`src/rtl/ccff_stream_loader.sv`:
```
// Streams configuration words MSB first into a ccff scan chain,
// counting shifted bits and folding the chain tail into a parity bit.
module ccff_stream_loader #(
  parameter int CHAIN_LEN = 30,
  parameter int DATA_W    = 8
) (
  input  logic              prog_clk,
  input  logic              prog_rst_n,
  input  logic              start,
  input  logic              abort,
  input  logic [DATA_W-1:0] cfg_data,
  input  logic              cfg_valid,
  output logic              cfg_ready,
  output logic              ccff_head,
  output logic              ccff_shift_en,
  input  logic              ccff_tail,
  output logic              busy,
  output logic              done,
  output logic              tail_parity
);

  localparam int CW = $clog2(CHAIN_LEN + 1);
  localparam int WW = $clog2(DATA_W + 1);
  localparam logic [CW-1:0] LAST = CW'(CHAIN_LEN - 1);

  typedef enum logic [1:0] {
    S_IDLE,
    S_LOAD,
    S_DONE
  } state_t;

  state_t            state_q, state_d;
  logic [CW-1:0]     bit_cnt_q, bit_cnt_d;
  logic [DATA_W-1:0] word_q, word_d;
  logic [WW-1:0]     left_q, left_d;
  logic              acc_q, acc_d;
  logic              head_q, head_d;
  logic              sh_q, sh_d;
  logic              par_q, par_d;
  logic              last_bit;
  logic              hs;

  // left_q counts unshifted bits, including the one now on the head
  always_comb begin
    last_bit  = sh_q && (bit_cnt_q == LAST);
    cfg_ready = (state_q == S_LOAD) && !last_bit &&
                ((left_q == '0) || ((left_q == WW'(1)) && sh_q));
    hs        = cfg_ready && cfg_valid;
  end

  always_comb begin
    state_d   = state_q;
    bit_cnt_d = bit_cnt_q;
    word_d    = word_q;
    left_d    = left_q;
    acc_d     = acc_q;
    head_d    = head_q;
    sh_d      = 1'b0;
    par_d     = par_q;
    if (abort) begin
      state_d = S_IDLE;
      left_d  = '0;
    end else begin
      unique case (state_q)
        S_IDLE: begin
          if (start) begin
            state_d   = S_LOAD;
            bit_cnt_d = '0;
            word_d    = '0;
            left_d    = '0;
            acc_d     = 1'b0;
          end
        end
        S_LOAD: begin
          if (sh_q) begin
            bit_cnt_d = bit_cnt_q + 1'b1;
            acc_d     = acc_q ^ ccff_tail;
            left_d    = left_q - 1'b1;
          end
          if (last_bit) begin
            state_d = S_DONE;
            par_d   = acc_d;
            left_d  = '0;
          end else if (hs) begin
            word_d = cfg_data;
            left_d = WW'(DATA_W);
            head_d = cfg_data[DATA_W-1];
            sh_d   = 1'b1;
          end else if (sh_q && (left_q > WW'(1))) begin
            word_d = word_q << 1;
            head_d = word_q[DATA_W-2];
            sh_d   = 1'b1;
          end
        end
        S_DONE: state_d = S_IDLE;
        default: state_d = S_IDLE;
      endcase
    end
  end

  always_ff @(posedge prog_clk or negedge prog_rst_n) begin
    if (!prog_rst_n) begin
      state_q   <= S_IDLE;
      bit_cnt_q <= '0;
      word_q    <= '0;
      left_q    <= '0;
      acc_q     <= 1'b0;
      head_q    <= 1'b0;
      sh_q      <= 1'b0;
      par_q     <= 1'b0;
    end else begin
      state_q   <= state_d;
      bit_cnt_q <= bit_cnt_d;
      word_q    <= word_d;
      left_q    <= left_d;
      acc_q     <= acc_d;
      head_q    <= head_d;
      sh_q      <= sh_d;
      par_q     <= par_d;
    end
  end

  assign ccff_head     = head_q;
  assign ccff_shift_en = sh_q;
  assign busy          = (state_q != S_IDLE);
  assign done          = (state_q == S_DONE);
  assign tail_parity   = par_q;

endmodule
```
`config.mk`:
```
export PLATFORM = sky130hd
export DESIGN_NAME = ccff_stream_loader
export DESIGN_NICKNAME = d
export VERILOG_FILES = /design/src/rtl/ccff_stream_loader.sv
export SDC_FILE = /design/constraint.sdc
export NUM_CORES = 1
export LEC_CHECK = 0
export ABC_AREA = 1
export CORE_MARGIN = 2
export CORE_UTILIZATION = 42
export DETAILED_ROUTE_END_ITERATION = 7
export HOLD_SLACK_MARGIN = 0.15
export PLACE_DENSITY = 0.7
export SYNTH_ARGS = -nofsm -noshare
export SYNTH_HDL_FRONTEND = slang
export SYNTH_SLANG_ARGS = --single-unit
export TNS_END_PERCENT = 50
```
`constraint.sdc`:
```
create_clock -name prog_clk -period 2.9 [get_ports prog_clk]
set_input_delay 0.29 -clock prog_clk [delete_from_list [all_inputs] [get_ports prog_clk]]
set_output_delay 0.29 -clock prog_clk [all_outputs]
set_load 0.01 [all_outputs]
```
# Word level (Yosys, flattened, before mapping)
# Index checks and enable logic that the tools add are counted.
[word_totals]
out_inout_bits = 6
register_bits = 22
[classes]
reduce_logical = 21
bitwise = 3
n_mux = 28
eq_ne = 11
add_sub_neg = 2
n_lt_le_gt_ge = 1
[ops]
columns = ["cell", "count"]
rows = [
  ["two-way mux 7 bit", 4],
  ["two-way mux 4 bit", 5],
  ["one-hot mux 7 bit (2 select lines)", 1],
  ["two-way mux 5 bit", 2],
  ["one-hot mux 5 bit (2 select lines)", 1],
  ["two-way mux 1 bit", 9],
  ["AND reduction 3 bit", 3],
  ["one-hot mux 4 bit (2 select lines)", 1],
  ["AND reduction 4 bit", 2],
  ["logical AND 1 bit", 6],
  ["two-way mux 2 bit", 3],
  ["!= test 2 bit (second input constant)", 3],
  ["!= test 3 bit (second input constant)", 2],
  ["nonzero test 2 bit", 3],
  ["adder 5 x 1 -> 5 bit (second input constant)", 1],
  ["== test 5 bit (second input constant)", 1],
  ["!= test 5 bit (second input constant)", 1],
  ["AND reduction 5 bit", 1],
  ["== test 4 x 1 -> 1 bit (second input constant)", 1],
  ["greater-than comparator 4 x 1 -> 1 bit (second input constant)", 1],
  ["logical NOT 4 bit", 1],
  ["one-hot mux 2 bit (2 select lines)", 1],
  ["subtractor 4 x 1 -> 4 bit (second input constant)", 1],
  ["!= test 3 x 2 -> 1 bit (second input constant)", 1],
  ["other kinds (10)", 11],
]

# Depth between registers and ports, before layout
# Gate-level depths: netlist of the first run.
[depth]
ltp_word = 10
depth_mapped = 12
ltp_nobuf = 11

# Worst setup path before layout of the first run
# Ideal clock, no wire load.
[synth_path]
path_type = "reg-to-reg"
startpoint = "reg left_q[0]"
endpoint = "reg left_q[0]"
path_stages_with_launch = 12
arrival_ns = 1.368
setup_ns = 0.117
path_slack_ns = 1.416
path_buffers = 1
synth_period_minus_slack_ns = 1.484
path_cell_list = "dfrtp_1 inv_1 ha_1 a21oi_1 nor2_2 nand3_2 buf_6 nand2_1 nand2_2 nand2_2 nand2_1 nand2_1"
[synth_via]
elab_chain_len = 9
elab_cells_between_ends = 14
[synth_rtl]
columns = ["item", "line_no", "rtl"]
rows = [
  ["start, declared", "35", "logic [WW-1:0] left_q, left_d;"],
  ["start signal, assigned", "115", "left_q <= left_d;"],
  ["branches (longest 9 deep; another with subtractor 4 x 1 -> 4 bit)", "-", ""],
]
# Parallel ways; which one is timed is not known. The select of a mux whose other input is x is not followed.
# A chain may end at the register's enable or synchronous reset.

# Worst setup path after layout of the first run
[layout_path]
startpoint = "reg state_q[0]"
endpoint = "out cfg_ready"
[layout_via]
elab_chain_len = 3
[layout_rtl]
columns = ["item", "line_no", "rtl"]
rows = [
  ["start, declared", "32", "state_t state_q, state_d;"],
  ["start signal, assigned", "112", "state_q <= state_d;"],
  ["== test 2 x 1 -> 1 bit", "46", "cfg_ready = (state_q == S_LOAD) && !last_bit &&"],
  ["logical AND 1 bit (2 in a row)", "46", ""],
  ["end, declared", "13", "output logic cfg_ready,"],
]
# No other way between the ends.

==> metrics.md, run 1 <==
| Metric | Value |
|---|---|
| Status | `completed` |
| Crit Path Class | `register to output pin` |
| Internal power | `0.614 mW` |
| Largest net degree at the start of global routing | `23` |
| Fmax | `405 MHz` |
| Core area | `3000 um^2` |
| Area after DPL | `1520 um^2` |
| Share of layout cells above drive strength 1 | `8.96%` |
| FF-to-FF setup slack | `0.80 ns` |
| Pleak | `0.818 nW` |
| Number of global-route vias before repair | `1159` |
| DRT iter0 DRCs | `73` |
| R2R cell count | `10` |
| Reg2reg end | `word_q[1]$_DFFE_PN0P_` |
| Worst EP arrival | `2.18 ns` |
| Worst EP required | `2.61 ns` |
| Overflow after GRT | `0` |
| GP Congestion | `0.833` |
| First-pass GRT wire length | `4970 um` |
| Routed wire length | `2800 um` |
| Synth top cells by count | `nand2_1 (51), nor2_1 (23), dfrtp_1 (22), inv_1 (20), nand3_1 (16)` |
| Slack of the critical path | `0.429 ns` |
| Residual DRC | `0` |
| # clock sinks | `22` |
| Post-Syn Area | `1310 um^2` |
| Top cell type's share of synthesized area | `42.1%` |
| Buffer depth of the longest clock path | `2` |
| Fin. Hold Viols | `0` |
| Synthesis-stage register bit count | `22` |
| Total CTS buffers | `3` |
| Antenna Nets Post-Route | `0` |
| Yosys cell types | `22` |
| Synthesis Warnings | `0` |
| Gr usage total | `18.4%` |
| Tcrit/Tclk final | `85.2%` |
| Die Span X | `59.8 um` |
| EDFF count, synth | `0` |
| CP endpoint kind | `output pin` |
| Final net count | `221` |
| Drt pass-1 iters | `4` |
| CP Launch Type | `register` |
| Asr flop ratio synth | `100%` |
| CP max stage cell | `clkdlybuf4s50_1` |
| Post-cts resize count | `0` |
| Clk_lat worst skew | `0.32 ns` |
| N_diodes | `0` |
| Design area | `1570 um^2` |
| CTS root buffer | `clkbuf_4` |
| Final setup vio count | `0` |
| Max-cap violations | `0` |
| DP Worst Slack | `0.764 ns` |
| Synthesis-to-finish area growth | `20.2%` |
| Worst r2r src | `state_q[0]$_DFFE_PN0P_` |
| Relative slew margins | `71.7%` |
| Net Sw Frac | `33.8%` |
| Synth area leaders | `dfrtp_1 (42%), nand2_1 (15%), nor2_1 (6.6%), nand3_1 (6.1%), inv_1 (5.7%)` |
| CP Cell Sequence | `inv_2 > nor2_2 > nand2_1 > nor3_1 > clkdlybuf4s50_1` |
| Top FF cell, synth | `dfrtp_1` |
| Syn Inst Count | `180` |
| CTS Hold Buffers Added | `0` |
| Min Tclk post-route | `2.47 ns` |
| Seq pwr share | `41.9%` |
| Least-Margin Pin Slew | `0.424 ns` |
| CTS tree | `yes` |
| Synth Net Count | `199` |
| CP max stage delay | `0.59 ns` |
| Via count | `1199` |
| Total die area | `3580 um^2` |
| Die H | `59.8 um` |
| Clock Skew | `0.0145 ns` |
| Pwr Density | `590 nW/um^2` |
| Clock slew at reported path FFs | `0.14 ns` |
| Comb pwr share | `32.1%` |
| Io pins | `20` |
| Aggregate negative setup slack | `0 ns` |
| Top-count cell post-synth | `nand2_1` |
| Sw power | `0.314 mW` |
| Seq/Total Area, Yosys | `42.1%` |
| Peak VDD IR | `0.000343 V` |
| Drt via density | `5.12` |
| Mapped Avg Cell Area | `7.27 um^2` |
| Worst Hold Class | `input pin to async pin` |
| DP HPWL | `2110 um` |
| Routed wire length per instance | `12.0 um` |
| Final Slew Violations | `0` |
| # port buffers | `19` |
| Initial antenna violation count | `0` |
| Starting Density | `43.6%` |
| Unrepaired setup endpoints after global routing | `false` |
| Htree depth | `1` |
| Clock Power Share | `26.0%` |
| Row Count | `20` |
| Setup repair bufs after CTS | `0` |
| Crit-path max FO | `11` |
| Yosys top cell by area | `dfrtp_1` |
==> area by class of cell <==
cell class                 count  area (um^2)
timing repair buffer          20          198
clock inverter                 1         30.0
tap                           33         41.3
fill                         291         1430
sequential                    22          551
clock buffer                   3         22.5
multi-input combinational    130          637
inverter                      25         93.8
==> sequential cells by signal (all words and copies together), names as in the netlist <==
signal / count
tail_parity: 1
state_q: 2
word_q: 7
acc_q: 1
bit_cnt_q: 5
ccff_head: 1
left_q: 4
ccff_shift_en: 1
==> cell families after synthesis <==
family | after synthesis | share of synthesized area [%]
AO/OA/AOI/OAI | 16 | 6.98
XOR/XNOR | 3 | 2.01
adder cells (fa/ha/maj) | 5 | 4.78
buffers and inverters | 28 | 9.27
flip-flops | 22 | 42.1
AND/OR/NAND/NOR | 106 | 34.9
==> power groups by stage <==
stage / clock network [mW] / registers [mW] / logic [mW]
3_5_place_dp: 0 / 0.395 / 0.298
3_3_place_gp: 0 / 0.391 / 0.291
6_report: 0.241 / 0.389 / 0.298
2_1_floorplan: 0 / 0.389 / 0.210
5_1_grt: 0.264 / 0.395 / 0.343
4_1_cts: 0.246 / 0.388 / 0.302
==> cell usage in the layout, fill, tap and decap left out <==
master            n
nand2_1          51
nor2_1           23
dfrtp_1          22
inv_1            20
clkdlybuf4s50_1  19
nand3_1          16
inv_2             5
nor3_1            5
o21ai_0           5
ha_1              5
a21oi_1           4
o21ai_1           4
nand2_2           3
xnor2_1           3
nand4_1           3
clkbuf_4          3
nor2_2            2
a21oi_2           2
nand3_2           1
and3_1            1
o32ai_1           1
nand3b_1          1
bufinv_16         1
buf_4             1
==> how the worst max path moves through the flow <==
| stage | start | depth (start not counted) | slack, ns | endpoint |
|---|---|---|---|---|
| finish | state_q[0]$_DFFE_PN0P_ | 5 | 0.43 | cfg_ready |
| global route | state_q[0]$_DFFE_PN0P_ | 5 | 0.25 | cfg_ready |
| CTS | state_q[0]$_DFFE_PN0P_ | 5 | 0.40 | cfg_ready |
| detailed placement | state_q[0]$_DFFE_PN0P_ | 5 | 0.76 | cfg_ready |
| global placement | state_q[1]$_DFFE_PN0P_ | 4 | 0.84 | cfg_ready |
| floorplan | left_q[0]$_DFFE_PN0P_ | 11 | 1.42 | left_q[0]$_DFFE_PN0P_ |
==> per-stage QoR <==
stage               total power [mW]  util [%]  hold slack, ns  cells
finish                         0.928      52.4           0.303    234
floorplan                      0.599         -        -0.00559    180
global route                    1.00      52.4           0.305    234
detailed placement             0.693      50.6           0.493    230
CTS                            0.937      52.4           0.316    234
global placement               0.681      50.6           0.489    230
==> per-layer routing <==
layer | routed length (um) | vias to the layer above | GRT usage, %
li1 | - | 611 | -
met1 | 1290 | 552 | 24.3
met2 | 1350 | 32 | 30.6
met3 | 125 | 4 | 2.60
met4 | 44 | 0 | 6.67
met5 | 0 | - | 0
==> worst max-delay path, delay by kind of cell, from the launching register on <==
kind | cells | cell delay [ns]
buffers and inverters | 2 | 0.66
DFF | 1 | 0.44
and+or+nand+nor | 3 | 0.77
Note: power is estimated with default switching activity, not from simulation.
==> run 2: changes to the inputs <==
--- a/config.mk
+++ b/config.mk
@@ -8,9 +8,11 @@
 export ABC_AREA = 1
 export CORE_MARGIN = 2
 export CORE_UTILIZATION = 42
+export CTS_BUF_LIST = sky130_fd_sc_hd__clkbuf_4
 export DETAILED_ROUTE_END_ITERATION = 7
+export DONT_BUFFER_PORTS = 1
 export HOLD_SLACK_MARGIN = 0.15
-export PLACE_DENSITY = 0.7
+export PLACE_DENSITY = 0.61
 export SYNTH_ARGS = -nofsm -noshare
 export SYNTH_HDL_FRONTEND = slang
 export SYNTH_SLANG_ARGS = --single-unit
==> run 2 against run 1 <==
  * Sequential power up 1%
  * Final cell count down 8.1%
  * First-iteration DRC count down 4.1%
  * Power down 5.9%
  * Clock skew down 0.013 ns
  * Clock-buffer cell count unchanged
  * Critical endpoint is now word_q[3]$_DFFE_PN0P_
  * Wire length up 0.71%
  * Critical path depth up 4
  * Register-to-register slack about the same
==> metrics.md, run 2 (synthesis results as in run 1) <==
| Metric | Value |
|---|---|
| Relative slew margins | `34.5% (-37 points)` |
| Clk_lat worst skew | `0.31 ns (about the same)` |
| Register area | `551 um^2 (unchanged)` |
| Number of global-route vias before repair | `1085 (-6.4%)` |
| DP HPWL | `2140 um (+1.8%)` |
| Routed wire length per instance | `13.1 um (+9.6%)` |
| Peak VDD IR | `0.000214 V (-38%)` |
| Aggregate negative setup slack | `0 ns (unchanged)` |
| Crit Path Class | `register to register` |
| Hold WS | `0.152 ns (-0.151 ns)` |
| Non-Filler Instances | `215 (-8.1%)` |
| Final net count | `202 (-8.6%)` |
| Worst EP required | `3.16 ns (+0.55 ns)` |
| CP Launch Type | `register` |
| Fin. Hold Viols | `0 (unchanged)` |
| Total CTS buffers | `3 (unchanged)` |
| Reg2reg end | `word_q[3]$_DFFE_PN0P_` |
| Crit path buf inv count | `0 (-2)` |
| Hold Path Sink | `word_q[0]$_DFFE_PN0P_` |
| Max-cap violations | `0 (unchanged)` |
| Buffer depth of the longest clock path | `2 (unchanged)` |
| Die H | `59.8 um (unchanged)` |
| Final Slew Violations | `0 (unchanged)` |
| Clock Skew | `0.00147 ns (-0.0130 ns)` |
| Gr usage total | `18.2% (-0.23 points)` |
| CP max stage cell | `dfrtp_1` |
| Crit-path max FO | `20 (+9)` |
| Via count | `1126 (-6.1%)` |
| Row Count | `20 (unchanged)` |
| Most used cell, CP | `nand2_1` |
| HP Start | `cfg_data[0]` |
| Htree depth | `1 (unchanged)` |
| CTS tree | `yes` |
| Total die area | `3580 um^2 (unchanged)` |
| GP Congestion | `0.932 (+12%)` |
| Overflow after GRT | `0 (unchanged)` |
| Worst EP arrival | `2.37 ns (+0.19 ns)` |
| CP Cell Sequence | `nor2_2 > nand2_1 > nor2_2 > nand3_2 > nand2_1 > nand2_2 > nand2_1 > nand2_1 > nand2_1` |
| DRT iter0 DRCs | `70 (-4.1%)` |
| Residual DRC | `0 (unchanged)` |
| Initial antenna violation count | `0 (unchanged)` |
| Multi-input gate area | `637 um^2 (unchanged)` |
| Drt via density | `5.24 (+2.2%)` |
| Status | `completed` |
| Hold Crit Depth | `2` |
| Share of layout cells above drive strength 1 | `9.34% (+0.39 points)` |
| R2R cell count | `9 (-1)` |
| Pwr Density | `631 nW/um^2 (+6.8%)` |
| # port buffers | `0 (-19)` |
| Largest registers | `word_q: 7 flops, bit_cnt_q: 5 flops, left_q: 4 flops` |
| Top reg by flops | `word_q` |
| Drt pass-1 iters | `4 (unchanged)` |
| Starting Density | `43.6% (unchanged)` |
| Tcrit/Tclk final | `72.7% (-12 points)` |
| Most frequent cells in the layout | `nand2_1 (51), nor2_1 (23), dfrtp_1 (22)` |
| Worst r2r src | `state_q[1]$_DFFE_PN0P_` |
| Least-Margin Pin Slew | `0.980 ns (+0.555 ns)` |
| CTS root buffer | `clkbuf_4` |
| Antenna Nets Post-Route | `0 (unchanged)` |
| Largest delay contributor family on the critical path | `simple AND/OR/NAND/NOR gates` |
| CP max stage delay | `0.46 ns (-0.13 ns)` |
| Synthesis-to-finish area growth | `5.83%` |
| Inst Count DP | `210 (-8.7%)` |
| Pleak | `0.745 nW (-8.9%)` |
| Min Tclk post-route | `2.11 ns (-0.362 ns)` |
| Io pins | `20 (unchanged)` |
| Die Span X | `59.8 um (unchanged)` |
| Largest register FFs | `7 (unchanged)` |
| N_diodes | `0 (unchanged)` |
| Fmax | `474 MHz (+17%)` |
| Unrepaired setup endpoints after global routing | `false` |
| CP endpoint kind | `register` |
| # clock sinks | `22 (unchanged)` |
| Total power | `0.873 mW (-5.9%)` |
| Clock slew at reported path FFs | `0.12 ns (-0.02 ns)` |
| Worst Hold Class | `input pin to register` |
| Final setup vio count | `0 (unchanged)` |
| Most common cell after layout, fill and taps aside | `nand2_1` |
| Routed wire length | `2820 um (+0.71%)` |
| Filler cell count | `313 (+7.6%)` |
| First-pass GRT wire length | `4820 um (-3.2%)` |
| Core area | `3000 um^2 (unchanged)` |
| Largest net degree at the start of global routing | `23 (unchanged)` |
| FF-to-FF setup slack | `0.79 ns (about the same)` |
[run 2: cell types whose count changed in the layout (fill, tap and decap cells not counted)]
cell	previous run	this run
clkdlybuf4s50_1	19	0
buf_4	1	0
dlygate4sd3_1	0	1
[run 2: worst max path at each step]
stage	startpoint	end	slack (ns)	cells after the start
floorplan	left_q[0]$_DFFE_PN0P_	left_q[0]$_DFFE_PN0P_	1.42	11
global placement	state_q[0]$_DFFE_PN0P_	word_q[3]$_DFFE_PN0P_	0.93	10
detailed placement	state_q[1]$_DFFE_PN0P_	word_q[3]$_DFFE_PN0P_	0.80	9
CTS	state_q[1]$_DFFE_PN0P_	word_q[3]$_DFFE_PN0P_	0.79	9
global route	state_q[0]$_DFFE_PN0P_	word_q[3]$_DFFE_PN0P_	0.51	10
finish	state_q[1]$_DFFE_PN0P_	word_q[3]$_DFFE_PN0P_	0.79	9
[run 2: final cells by class]
type | instances | area share [%]
multi-input combinational | 130 | 46.0
sequential | 22 | 39.7
timing repair buffer | 1 | 0.723
inverter | 25 | 6.78
tap | 33 | 2.98
clock buffer | 3 | 1.63
clock inverter | 1 | 2.17
[run 2: what timing repair did]
item | in CTS | in global routing
resized for setup | 0 | 0
buffers inserted | 0 | 0
hold buffers | 1 | 0
endpoints found under the hold margin | 22 | 0
[run 2: per-layer routing]
metal  track usage, %  vias up  part of all wire, %
li1                 -      568                    -
met1             23.6      534                   47
met2             29.7       20                   48
met3             3.46        4                  4.4
met4             7.30        0                 0.96
met5                0        -                    0
[run 2: power breakdown]
group	leakage [nW]	internal (mW)	switching [mW]
Clock	0.0279	0.140	0.0960
Combinational	0.417	0.0845	0.160
Sequential	0.300	0.350	0.0431
[run 2: metrics by stage]
stage | cell area (um^2) | util [%] | setup slack, ns
after floorplan | 1310 | - | 1.42
after detailed placement | 1320 | 44.0 | 0.804
final | 1390 | 46.1 | 0.791
after global routing | 1390 | 46.1 | 0.509
after CTS | 1390 | 46.1 | 0.790
after global placement | 1320 | 44.0 | 0.930
==> run 3: changes to the inputs <==
==> constraint.sdc (replaced) <==
create_clock -name prog_clk -period 2.15 [get_ports prog_clk]
set_input_delay 0.215 -clock prog_clk [delete_from_list [all_inputs] [get_ports prog_clk]]
set_output_delay 0.215 -clock prog_clk [all_outputs]
set_load 0.01 [all_outputs]
==> run 3 against run 2 <==
  * Hold slack better by 0.037 ns
  * Clock power rose by 36%
  * Non-clock buffer count rose by 13
  * Wire length decreased by 1.7%
  * Largest cell class unchanged
==> metrics.md, run 3 (synthesis results as in run 1) <==
| Metric | Value |
|---|---|
| Status | `completed` |
| Initial antenna violation count | `0 (unchanged)` |
| DP Worst Slack | `0.265 ns (-0.539 ns)` |
| Via count | `1166 (+3.6%)` |
| Total die area | `3580 um^2 (unchanged)` |
| Peak VDD IR | `0.000684 V (+220%)` |
| Drt pass-1 iters | `4 (unchanged)` |
| Final net count | `215 (+6.4%)` |
| N_diodes | `0 (unchanged)` |
| Worst EP required | `1.93 ns (-1.23 ns)` |
| Slack of the critical path | `0.250 ns (-0.541 ns)` |
| DP HPWL | `2060 um (-4.2%)` |
| Crit path buf inv count | `1 (+1)` |
| Fin. Hold Viols | `0 (unchanged)` |
| Clock slew at reported path FFs | `0.14 ns (+0.02 ns)` |
| Share of layout cells above drive strength 1 | `9.74% (+0.40 points)` |
| CP max stage cell | `dfrtp_1` |
| Total CTS buffers | `3 (unchanged)` |
| HP Start | `ccff_tail` |
| Drt via density | `5.11 (-2.4%)` |
| R2R cell count | `11 (+2)` |
| Final setup vio count | `0 (unchanged)` |
| Clock Skew | `0.0146 ns (+0.0131 ns)` |
| CTS root buffer | `clkbuf_4` |
| Min Tclk post-route | `1.90 ns` |
| # port buffers | `0 (unchanged)` |
| Aggregate negative setup slack | `0 ns (unchanged)` |
| Die Span X | `59.8 um (unchanged)` |
| Io pins | `20 (unchanged)` |
| Number of global-route vias before repair | `1071 (-1.3%)` |
| Largest registers | `word_q: 7 flops, bit_cnt_q: 5 flops, left_q: 4 flops` |
| Antenna Nets Post-Route | `0 (unchanged)` |
| CTS tree | `yes` |
| Largest delay contributor family on the critical path | `simple AND/OR/NAND/NOR gates` |
| FF-to-FF setup slack | `0.26 ns (-0.53 ns)` |
| CP endpoint kind | `output pin` |
| Gr usage total | `17.5% (-0.73 points)` |
| Final Slew Violations | `0 (unchanged)` |
| Row Count | `20 (unchanged)` |
| Least-Margin Pin Slew | `1.00 ns (+0.0223 ns)` |
| Crit Path Class | `register to output pin` |
| CP max stage delay | `0.44 ns (-0.02 ns)` |
| Worst r2r src | `left_q[0]$_DFFE_PN0P_` |
| Relative slew margins | `33.0% (-1.5 points)` |
| GP Congestion | `0.803 (-14%)` |
| Routed wire length | `2770 um (-1.7%)` |
| Hold Crit Depth | `4 (+2)` |
| CP Cell Sequence | `ha_1 > nand2_1 > nor2_1 > nand2_1 > inv_2 > nor3_1` |
| Crit-path max FO | `4 (-80%)` |
| Routed wire length per instance | `12.2 um (-7.3%)` |
| Fin util | `50.3% (+4.2 points)` |
| Hold Path Sink | `acc_q$_DFFE_PN0P_` |
| First-pass GRT wire length | `4760 um (-1.1%)` |
| Max-cap violations | `0 (unchanged)` |
| Largest net degree at the start of global routing | `23 (unchanged)` |
| Worst EP arrival | `1.69 ns (-0.68 ns)` |
| Worst Hold Class | `input pin to register` |
| Pwr Density | `800 nW/um^2 (+27%)` |
| Starting Density | `43.6% (unchanged)` |
| CP Launch Type | `register` |
| Pleak | `0.800 nW (+7.4%)` |
| Filler cell count | `288 (-8.0%)` |
| Synthesis-to-finish area growth | `15.4%` |
| Top reg by flops | `word_q` |
| Tcrit/Tclk final | `88.4%` |
| Largest register FFs | `7 (unchanged)` |
| Die H | `59.8 um (unchanged)` |
| DRT iter0 DRCs | `50 (-29%)` |
| Clk_lat worst skew | `0.31 ns (about the same)` |
| Design area | `1510 um^2 (+9.0%)` |
| Core area | `3000 um^2 (unchanged)` |
| Area after DPL | `1340 um^2 (+1.1%)` |
| Residual DRC | `0 (unchanged)` |
| Htree depth | `1 (unchanged)` |
| Reg2reg end | `left_q[3]$_DFFE_PN0P_` |
| Most used cell, CP | `nand2_1` |
| Most common cell after layout, fill and taps aside | `nand2_1` |
| Fmax | `526 MHz` |
| Overflow after GRT | `0 (unchanged)` |
| Most frequent cells in the layout | `nand2_1 (51), nor2_1 (23), dfrtp_1 (22)` |
| Buffer depth of the longest clock path | `2 (unchanged)` |
| Unrepaired setup endpoints after global routing | `false` |
| # clock sinks | `22 (unchanged)` |
==> run 3: power breakdown <==
part	total (mW)	switching, mW	internal (mW)
clock network	0.322	0.133	0.188
registers	0.529	0.0566	0.473
logic	0.357	0.222	0.135
==> run 3: per-stage QoR <==
stage / std cells / power [mW] / hold slack, ns
finish: 228 / 1.21 / 0.189
CTS: 228 / 1.22 / 0.175
global placement: 212 / 0.862 / -0.0801
global route: 228 / 1.31 / 0.210
floorplan: 180 / 0.808 / -0.0806
detailed placement: 212 / 0.869 / -0.0801
==> run 3: layout make-up <==
type	instances	area, um^2	share of cell area [%]
Multi-Input combinational cell	130	637	42.2
Sequential cell	22	551	36.5
Timing Repair Buffer	14	135	8.95
Inverter	25	93.8	6.21
Tap cell	33	41.3	2.73
Clock inverter	1	30.0	1.99
Clock buffer	3	22.5	1.49
==> run 3: how the worst max path moves through the flow <==
stage	start	endpoint	slack (ns)	depth (start not counted)
6_report	bit_cnt_q[0]$_DFFE_PN0P_	cfg_ready	0.25	6
5_1_grt	left_q[0]$_DFFE_PN0P_	left_q[3]$_DFFE_PN0P_	0.02	11
4_1_cts	bit_cnt_q[0]$_DFFE_PN0P_	cfg_ready	0.24	6
3_5_place_dp	left_q[0]$_DFFE_PN0P_	left_q[3]$_DFFE_PN0P_	0.27	11
3_3_place_gp	left_q[0]$_DFFE_PN0P_	word_q[4]$_DFFE_PN0P_	0.29	10
2_1_floorplan	left_q[0]$_DFFE_PN0P_	left_q[0]$_DFFE_PN0P_	0.67	11
==> run 3: metal layers <==
layer  track usage (%)  wire, um  vias up
li1                  -         -      600
met5                 0         0        -
met2              28.3      1290       22
met3              4.76        91        2
met4              2.86        19        0
met1              23.7      1370      542
==> run 3: repair_timing <==
item / in CTS / in global routing
setup buffers: 0 / 0
gates resized for setup: 0 / 0
endpoints found under the hold margin: 33 / 0
hold buffers: 12 / 0
==> run 3: worst register-to-register path, stage by stage (launching register included) <==
cell     delay, ns
dfrtp_1       0.43
inv_1         0.08
ha_1          0.19
a21oi_1       0.21
nor2_2        0.08
nand3_2       0.18
buf_4         0.23
nand2_1       0.08
nand2_2       0.12
nand2_2       0.08
nand2_1       0.06
nand2_1       0.05
